--- src/rtl/dbus_periph_bridge_if.sv ---
// VexRiscv dBus command/response bundle: CPU side is master, bridge side is slave.
// Responses carry no handshake; the master must accept every response pulse.
interface dbus_periph_bridge_if;
  logic        dBus_cmd_valid;
  logic        dBus_cmd_ready;
  logic        dBus_cmd_payload_wr;
  logic [31:0] dBus_cmd_payload_address;
  logic [31:0] dBus_cmd_payload_data;
  logic [1:0]  dBus_cmd_payload_size;
  logic        dBus_rsp_ready;
  logic        dBus_rsp_error;
  logic [31:0] dBus_rsp_data;

  modport master (
    output dBus_cmd_valid, dBus_cmd_payload_wr, dBus_cmd_payload_address,
           dBus_cmd_payload_data, dBus_cmd_payload_size,
    input  dBus_cmd_ready, dBus_rsp_ready, dBus_rsp_error, dBus_rsp_data
  );

  modport slave (
    input  dBus_cmd_valid, dBus_cmd_payload_wr, dBus_cmd_payload_address,
           dBus_cmd_payload_data, dBus_cmd_payload_size,
    output dBus_cmd_ready, dBus_rsp_ready, dBus_rsp_error, dBus_rsp_data
  );
endinterface

--- src/rtl/dbus_periph_bridge.sv ---
// dBus bridge: RAM pass-through plus MMIO console FIFO, halt register and 64-bit machine timer.
// Loads respond exactly one cycle after acceptance; stalls only on RAM backpressure or a full console.
module dbus_periph_bridge #(
  parameter int CONSOLE_DEPTH  = 4,
  parameter int TIMER_PRESCALE = 1
) (
  input  logic                 clk,
  input  logic                 reset,
  dbus_periph_bridge_if.slave  dbus,
  output logic                 ram_cmd_valid,
  input  logic                 ram_cmd_ready,
  output logic                 ram_cmd_payload_wr,
  output logic [31:0]          ram_cmd_payload_address,
  output logic [31:0]          ram_cmd_payload_data,
  output logic [1:0]           ram_cmd_payload_size,
  input  logic [31:0]          ram_rsp_data,
  output logic                 console_valid,
  input  logic                 console_ready,
  output logic [7:0]           console_data,
  output logic                 halted,
  output logic [31:0]          exit_code,
  output logic                 bus_fault,
  output logic                 timerInterrupt
);

  localparam int AW = $clog2(CONSOLE_DEPTH);
  localparam int PW = (TIMER_PRESCALE > 1) ? $clog2(TIMER_PRESCALE) : 1;
  localparam logic [PW-1:0] PRESC_MAX = PW'(TIMER_PRESCALE - 1);

  logic [31:0] addr, wdata;
  logic [1:0]  size;
  logic        is_wr;

  assign addr  = dbus.dBus_cmd_payload_address;
  assign wdata = dbus.dBus_cmd_payload_data;
  assign size  = dbus.dBus_cmd_payload_size;
  assign is_wr = dbus.dBus_cmd_payload_wr;

  logic [2:0] reg_idx;
  logic       sel_ram, in_win, sel_mmio, sel_con, size_word;

  assign reg_idx   = addr[4:2];
  assign sel_ram   = (addr[31:28] == 4'h8);
  assign in_win    = (addr[31:5] == 27'h780_0000);
  assign sel_mmio  = in_win && (reg_idx <= 3'd5);
  assign sel_con   = sel_mmio && (reg_idx == 3'd0);
  assign size_word = (size == 2'd2);

  // State registers
  logic              rsp_vld_q, rsp_vld_d, rsp_err_q, rsp_err_d;
  logic [31:0]       rsp_dat_q, rsp_dat_d;
  logic [7:0]        fifo_q [CONSOLE_DEPTH];
  logic [AW:0]       wr_ptr_q, wr_ptr_d, rd_ptr_q, rd_ptr_d;
  logic [PW-1:0]     presc_q, presc_d;
  logic [63:0]       mtime_q, mtime_d, mtimecmp_q, mtimecmp_d;
  logic              irq_q, irq_d, halted_q, halted_d, fault_q, fault_d;
  logic [31:0]       exit_q, exit_d;

  logic fifo_full, fifo_empty;
  assign fifo_empty = (wr_ptr_q == rd_ptr_q);
  assign fifo_full  = (wr_ptr_q[AW] != rd_ptr_q[AW]) &&
                      (wr_ptr_q[AW-1:0] == rd_ptr_q[AW-1:0]);

  // Only a console store into a full FIFO stalls on the MMIO side.
  logic con_stall, cmd_acc, acc_wr, acc_rd;
  assign con_stall            = sel_con && is_wr && fifo_full;
  assign dbus.dBus_cmd_ready  = sel_ram ? ram_cmd_ready : !con_stall;
  assign cmd_acc              = dbus.dBus_cmd_valid && dbus.dBus_cmd_ready;
  assign acc_wr               = cmd_acc && is_wr;
  assign acc_rd               = cmd_acc && !is_wr;

  assign ram_cmd_valid           = dbus.dBus_cmd_valid && sel_ram;
  assign ram_cmd_payload_wr      = is_wr;
  assign ram_cmd_payload_address = addr;
  assign ram_cmd_payload_data    = wdata;
  assign ram_cmd_payload_size    = size;

  logic push, pop, wr_reg, wr_halt, wr_mtl, wr_mth, wr_cmpl, wr_cmph, st_fault, tick;
  assign push     = acc_wr && sel_con && (size == 2'd0 || size_word);
  assign pop      = console_valid && console_ready;
  assign wr_reg   = acc_wr && sel_mmio && !sel_con && size_word;
  assign wr_halt  = wr_reg && (reg_idx == 3'd1);
  assign wr_mtl   = wr_reg && (reg_idx == 3'd2);
  assign wr_mth   = wr_reg && (reg_idx == 3'd3);
  assign wr_cmpl  = wr_reg && (reg_idx == 3'd4);
  assign wr_cmph  = wr_reg && (reg_idx == 3'd5);
  assign st_fault = acc_wr && !sel_ram && !push && !wr_reg;
  assign tick     = (presc_q == PRESC_MAX);

  always_comb begin
    rsp_vld_d  = acc_rd;
    rsp_err_d  = 1'b0;
    rsp_dat_d  = 32'h0;
    wr_ptr_d   = wr_ptr_q + (AW+1)'(push);
    rd_ptr_d   = rd_ptr_q + (AW+1)'(pop);
    presc_d    = tick ? '0 : presc_q + PW'(1);
    mtime_d    = mtime_q + 64'(tick);
    mtimecmp_d = mtimecmp_q;
    irq_d      = (mtime_q >= mtimecmp_q);
    halted_d   = halted_q || wr_halt;
    exit_d     = wr_halt ? wdata : exit_q;
    fault_d    = fault_q || st_fault;

    if (acc_rd) begin
      if (sel_ram) begin
        rsp_dat_d = ram_rsp_data;
      end else if (sel_mmio && size_word) begin
        case (reg_idx)
          3'd0:    rsp_dat_d = {30'b0, fifo_full, fifo_empty};
          3'd1:    rsp_dat_d = exit_q;
          3'd2:    rsp_dat_d = mtime_q[31:0];
          3'd3:    rsp_dat_d = mtime_q[63:32];
          3'd4:    rsp_dat_d = mtimecmp_q[31:0];
          3'd5:    rsp_dat_d = mtimecmp_q[63:32];
          default: rsp_dat_d = 32'h0;
        endcase
      end else begin
        rsp_err_d = 1'b1;
      end
    end

    // A CPU write to one mtime half replaces that half of the incremented value.
    if (wr_mtl)  mtime_d[31:0]     = wdata;
    if (wr_mth)  mtime_d[63:32]    = wdata;
    if (wr_cmpl) mtimecmp_d[31:0]  = wdata;
    if (wr_cmph) mtimecmp_d[63:32] = wdata;
  end

  always_ff @(posedge clk or negedge reset) begin
    if (!reset) begin
      rsp_vld_q  <= 1'b0;
      rsp_err_q  <= 1'b0;
      rsp_dat_q  <= 32'h0;
      wr_ptr_q   <= '0;
      rd_ptr_q   <= '0;
      presc_q    <= '0;
      mtime_q    <= 64'h0;
      mtimecmp_q <= '1;
      irq_q      <= 1'b0;
      halted_q   <= 1'b0;
      exit_q     <= 32'h0;
      fault_q    <= 1'b0;
      for (int i = 0; i < CONSOLE_DEPTH; i++) fifo_q[i] <= 8'h0;
    end else begin
      rsp_vld_q  <= rsp_vld_d;
      rsp_err_q  <= rsp_err_d;
      rsp_dat_q  <= rsp_dat_d;
      wr_ptr_q   <= wr_ptr_d;
      rd_ptr_q   <= rd_ptr_d;
      presc_q    <= presc_d;
      mtime_q    <= mtime_d;
      mtimecmp_q <= mtimecmp_d;
      irq_q      <= irq_d;
      halted_q   <= halted_d;
      exit_q     <= exit_d;
      fault_q    <= fault_d;
      if (push) fifo_q[wr_ptr_q[AW-1:0]] <= wdata[7:0];
    end
  end

  assign dbus.dBus_rsp_ready = rsp_vld_q;
  assign dbus.dBus_rsp_error = rsp_err_q;
  assign dbus.dBus_rsp_data  = rsp_dat_q;
  assign console_valid       = !fifo_empty;
  assign console_data        = fifo_q[rd_ptr_q[AW-1:0]];
  assign halted              = halted_q;
  assign exit_code           = exit_q;
  assign bus_fault           = fault_q;
  assign timerInterrupt      = irq_q;

endmodule
--- src/flat_wrapper.sv ---
// flat-port wrapper written by rule: the top's interface ports become plain ports
module dbus_periph_bridge_flat 
#(
  parameter int CONSOLE_DEPTH  = 4,
  parameter int TIMER_PRESCALE = 1
)
  (clk, reset, ram_cmd_valid, ram_cmd_ready, ram_cmd_payload_wr, ram_cmd_payload_address, ram_cmd_payload_data, ram_cmd_payload_size, ram_rsp_data, console_valid, console_ready, console_data, halted, exit_code, bus_fault, timerInterrupt, dbus_dBus_cmd_valid, dbus_dBus_cmd_payload_wr, dbus_dBus_cmd_payload_address, dbus_dBus_cmd_payload_data, dbus_dBus_cmd_payload_size, dbus_dBus_cmd_ready, dbus_dBus_rsp_ready, dbus_dBus_rsp_error, dbus_dBus_rsp_data);
  dbus_periph_bridge_if dbus_i ();
  input  logic clk;
  input  logic reset;
  output logic ram_cmd_valid;
  input  logic ram_cmd_ready;
  output logic ram_cmd_payload_wr;
  output logic [31:0] ram_cmd_payload_address;
  output logic [31:0] ram_cmd_payload_data;
  output logic [1:0] ram_cmd_payload_size;
  input  logic [31:0] ram_rsp_data;
  output logic console_valid;
  input  logic console_ready;
  output logic [7:0] console_data;
  output logic halted;
  output logic [31:0] exit_code;
  output logic bus_fault;
  output logic timerInterrupt;
  input wire logic [$bits(dbus_i.dBus_cmd_valid)-1:0] dbus_dBus_cmd_valid;
  input wire logic [$bits(dbus_i.dBus_cmd_payload_wr)-1:0] dbus_dBus_cmd_payload_wr;
  input wire logic [$bits(dbus_i.dBus_cmd_payload_address)-1:0] dbus_dBus_cmd_payload_address;
  input wire logic [$bits(dbus_i.dBus_cmd_payload_data)-1:0] dbus_dBus_cmd_payload_data;
  input wire logic [$bits(dbus_i.dBus_cmd_payload_size)-1:0] dbus_dBus_cmd_payload_size;
  output wire logic [$bits(dbus_i.dBus_cmd_ready)-1:0] dbus_dBus_cmd_ready;
  output wire logic [$bits(dbus_i.dBus_rsp_ready)-1:0] dbus_dBus_rsp_ready;
  output wire logic [$bits(dbus_i.dBus_rsp_error)-1:0] dbus_dBus_rsp_error;
  output wire logic [$bits(dbus_i.dBus_rsp_data)-1:0] dbus_dBus_rsp_data;
  assign dbus_i.dBus_cmd_valid = dbus_dBus_cmd_valid;
  assign dbus_i.dBus_cmd_payload_wr = dbus_dBus_cmd_payload_wr;
  assign dbus_i.dBus_cmd_payload_address = dbus_dBus_cmd_payload_address;
  assign dbus_i.dBus_cmd_payload_data = dbus_dBus_cmd_payload_data;
  assign dbus_i.dBus_cmd_payload_size = dbus_dBus_cmd_payload_size;
  assign dbus_dBus_cmd_ready = dbus_i.dBus_cmd_ready;
  assign dbus_dBus_rsp_ready = dbus_i.dBus_rsp_ready;
  assign dbus_dBus_rsp_error = dbus_i.dBus_rsp_error;
  assign dbus_dBus_rsp_data = dbus_i.dBus_rsp_data;
  dbus_periph_bridge #(.CONSOLE_DEPTH(CONSOLE_DEPTH), .TIMER_PRESCALE(TIMER_PRESCALE)) u_core (.clk(clk), .reset(reset), .dbus(dbus_i), .ram_cmd_valid(ram_cmd_valid), .ram_cmd_ready(ram_cmd_ready), .ram_cmd_payload_wr(ram_cmd_payload_wr), .ram_cmd_payload_address(ram_cmd_payload_address), .ram_cmd_payload_data(ram_cmd_payload_data), .ram_cmd_payload_size(ram_cmd_payload_size), .ram_rsp_data(ram_rsp_data), .console_valid(console_valid), .console_ready(console_ready), .console_data(console_data), .halted(halted), .exit_code(exit_code), .bus_fault(bus_fault), .timerInterrupt(timerInterrupt));
endmodule
--- config.mk ---
export PLATFORM = sky130hd
export DESIGN_NAME = dbus_periph_bridge_flat
export DESIGN_NICKNAME = d
export VERILOG_FILES = /design/src/rtl/dbus_periph_bridge_if.sv /design/src/rtl/dbus_periph_bridge.sv /design/src/flat_wrapper.sv
export SDC_FILE = /design/constraint.sdc
export NUM_CORES = 1
export LEC_CHECK = 0
export ABC_AREA = 1
export BUFFER_PORTS_ARGS = -buffer_cell sky130_fd_sc_hd__clkbuf_2
export CELL_PAD_IN_SITES_DETAIL_PLACEMENT = 0
export CELL_PAD_IN_SITES_GLOBAL_PLACEMENT = 1
export CORE_ASPECT_RATIO = 1.2
export CORE_MARGIN = 2
export CORE_UTILIZATION = 40
export CTS_CLUSTER_SIZE = 25
export DETAILED_ROUTE_END_ITERATION = 10
export GPL_TIMING_DRIVEN = 0
export PLACE_DENSITY = 0.77
export RECOVER_POWER = 100
export SETUP_SLACK_MARGIN = 0.1
export SLEW_MARGIN = 20
export SYNTH_ARGS = -nofsm -noshare
export SYNTH_HDL_FRONTEND = slang
export SYNTH_SLANG_ARGS = --single-unit
--- constraint.sdc ---
create_clock -name clk -period 4.25 [get_ports clk]
set_input_delay 0.2125 -clock clk [delete_from_list [all_inputs] [get_ports clk]]
set_output_delay 0.2125 -clock clk [all_outputs]
set_load 0.01 [all_outputs]
==> impl_metrics.yaml <==
outcome:
  status: "complete, but fails checks"
  violations: "capacitance limit, slew limit"
logic_synthesis:
  ys_types: 46
  synth_most_common_cell: "nand2_1"
  syn_nets: 2069
  synthTopCellsByCount: "nand2_1 (502), inv_1 (218), dfrtp_1 (171)"
  synthTopCellsByArea: "dfrtp_1 (29%), nand2_1 (13%), dfstp_2 (12%)"
  ys_warn_count: 0
  yosysSeqAreaShare_pct: 41.1
  synthArstFlopShare_pct: 100
  yosysTopAreaCell: "dfrtp_1"
  synth_area_um2: 14500
  synth-edff-count: 0
  synth-seq-cells: 235
  synthCells: 1896
  synthFlopType: "dfrtp_1"
  syn_area_per_cell_um2: 7.66
  synth_top_area_share_pct: 29.5
timing:
  slew_violations: 80
  layout_min_cycle_time_ns: 3.35
  setup_viol: 0
  skew_ns: 0.0125
  setup_ws_ns: 0.897
  tightest_slew_ns: 2.25
  post-route-period-util_pct: 78.9
  slew_headroom_pct: -50.2
  rsz0062_at_grt: "no"
  tns_ns: 0
  hold_viol: 0
  fmax_mhz: 298
grt:
  grt_start_max_net_pins: 82
  grt_pass1_wl_mm: 85.3
  grt-ovfl-total: 0
  first_global_vias: 14400
  gr-usage-all-layers_pct: 30.3
  antenna_found_initial: 0
clock_network:
  path_clk_slew_ns: 0.06
  clkLatencyLatePin_ns: 0.57
  cts_tree: "yes"
  clk_path_buf_depth: 3
  cts_max_level: 1
  cts_made_buffers: 28
  cts.sinks: 235
  cts_root_buffer: "clkbuf_16"
critical_path:
  path_max_fanout: 10
  timing.critical_path.mode_cell: "nand2_1"
  cpMaxStageDelayCell: "clkbuf_1"
  end_kind: "register"
  crit_chain: "clkbuf_1 > clkinvlp_2 > nand2_1 > nand2_1 > nor2_1 > nand2_1 > nor2_1 > nand2_2 > nand4_4 > nor2_8 > nand2_4 > clkbuf_1 > buf_6 > nand2_1 > o21ai_0"
  cp_data_required_time_ns: 4.73
  crit_arrival_ns: 3.83
  critPathTopFamily: "buffers and inverters"
  cp-start-kind: "register"
  max_stage_delay_ns: 0.55
  critical_path_class: "register to register"
  path_buf_inv: 4
finish:
  final_util_pct: 49.3
  syn_to_final_growth_pct: 21.7
  n_antenna_cell: 0
  final_nets: 2413
  n_fill_cell: 3727
  stdcell_area_um2: 17700
  layout-drive-gt1-share_pct: 14.8
route:
  dr.pass1.iters: 6
  vias: 14400
  drc: 0
  drt-vias-per-instance: 5.26
  ant_nets: 0
  drt_iter0_markers: 1069
  wirelength_mm: 57.4
  post_drt_wl_per_cell_um: 21.0
power_and_ir_drop:
  power_density_nw_per_um2: 294
  leakagePower_nw: 8.05
  clkPwrFrac_pct: 46.5
  switching_share_pct: 26.5
  p_switching_mw: 1.37
  p_int_mw: 3.81
  power_frac_seq_pct: 43.4
  power.total_mw: 5.19
  p_comb_share_pct: 10.1
  vdd_drop_max_mv: 0.293
floorplanning:
  start_util_pct: 40.5
  rows: 76
  dieWidth_um: 178
  core_um2: 35800
  die-area_um2: 37800
  pin_count: 251
  die_h_um: 213
placement:
  hpwl_mm: 43.7
  gp_congestion: 0.932
  place_ws_ns: 1.45
  place_area_um2: 16400
  portBuffers: 248
run:
  maxCapViolCount: 1
hold_path:
  hold_path_class: "input port to register"
[final cells by class]
type                            count  area, µm²  share of cell area (%)
Buffer                            138        845                    4.78
Clock buffer                       34        785                    4.44
Clock inverter                     18        130                   0.737
Inverter                          221        833                    4.72
Multi-Input combinational cell   1302       6780                    38.4
Sequential cell                   235       5960                    33.7
Tap cell                          468        586                    3.31
Timing Repair Buffer              314       1740                    9.87
[metrics by stage]
step	hold slack, ns	cells
after CTS	0.0270	2730
after global placement	0.445	2612
after detailed placement	0.0657	2615
final	0.0519	2730
after global routing	0.0680	2730
after floorplan	-0.0831	1896
[kinds of logic (layout without fill, tap and decap cells)]
| kind of cell | Yosys count | after routing | synth area share, % |
|---|---|---|---|
| xor+xnor | 44 | 44 | 2.65 |
| compound gates | 343 | 343 | 13.3 |
| simple gates | 846 | 846 | 25.2 |
| buf+inv | 359 | 725 | 11.9 |
| flops | 235 | 235 | 41.1 |
| fa+ha+maj | 69 | 69 | 5.95 |
[layout by cell type (no fill, tap or decap), types with 6 or more instances in the layout]
cell type      count
dlygate4sd3_1     63
buf_2             11
xnor2_1           15
o221ai_1          14
nor2_1           129
a21oi_1           65
buf_4             69
dfrtp_1          171
o22ai_1           26
ha_1              69
nor2_2             6
o21ai_1           15
o211ai_1          14
o21ai_0          194
buf_6              7
nand2_1          503
nor3_1            22
clkinv_2          12
clkbuf_2         100
nand4_1           54
xor2_1            29
dfstp_2           63
clkbuf_16         29
inv_1            219
clkbuf_1         198
nand3_1          106
[power groups by stage]
stage	logic (mW)	registers (mW)	clock network, mW
after detailed placement	0.506	2.29	0
final	0.524	2.25	2.41
after global placement	0.492	2.29	0
after CTS	0.552	2.25	2.46
after global routing	0.576	2.25	2.53
after floorplan	0.228	2.29	0
[worst reg2reg max path: stages, from the launching register on]
cell        delay [ns]
dfrtp_1           0.35
clkbuf_1          0.39
clkinvlp_2        0.48
nand2_1           0.16
nand2_1           0.06
nor2_1            0.17
nand2_1           0.12
nor2_1            0.17
nand2_2           0.10
nand4_4           0.11
nor2_8            0.09
nand2_4           0.10
clkbuf_1          0.55
buf_6             0.25
nand2_1           0.11
o21ai_0           0.09
[timing repair]
item | in CTS | in global routing
gates resized for setup | 0 | 0
buffers inserted | 0 | 0
hold endpoints to repair | 173 | 0
hold buffers | 63 | 0
[flip-flops by register name, indices dropped and copies added (netlist names), 3 cells and up]
signal and count:
u_core.mtime_q 64, u_core.mtimecmp_q 64, u_core.dbus.dBus_rsp_data 32, u_core.exit_code 32
u_core.fifo_q 32, u_core.rd_ptr_q 3, u_core.wr_ptr_q 3
[worst paths after layout]
| path | from | endpoint | slack, ns | depth (start not counted) |
|---|---|---|---|---|
| min in group asynchronous | reset | u_core.exit_code[27] | 0.21 | 2 |
| min | dbus_dBus_cmd_payload_data[8] | u_core.mtimecmp_q[8] | 0.05 | 3 |
| min reg2reg | u_core.halted | u_core.halted | 0.47 | 2 |
| max | u_core.rd_ptr_q[1] | u_core.mtime_q[27] | 0.90 | 15 |
| max reg2reg | u_core.rd_ptr_q[1] | u_core.mtime_q[27] | 0.90 | 15 |
| max in group asynchronous | reset | u_core.exit_code[8] | 1.38 | 3 |
[layer usage]
| layer | GRT usage (%) | vias to the layer above | wire (µm) |
|---|---|---|---|
| li1 | - | 6845 | - |
| met1 | 36.6 | 6904 | 22700 |
| met2 | 53.8 | 498 | 28700 |
| met3 | 3.38 | 124 | 3170 |
| met4 | 13.9 | 0 | 2830 |
| met5 | 0 | - | 0 |
(Power assumes the default switching activity.)
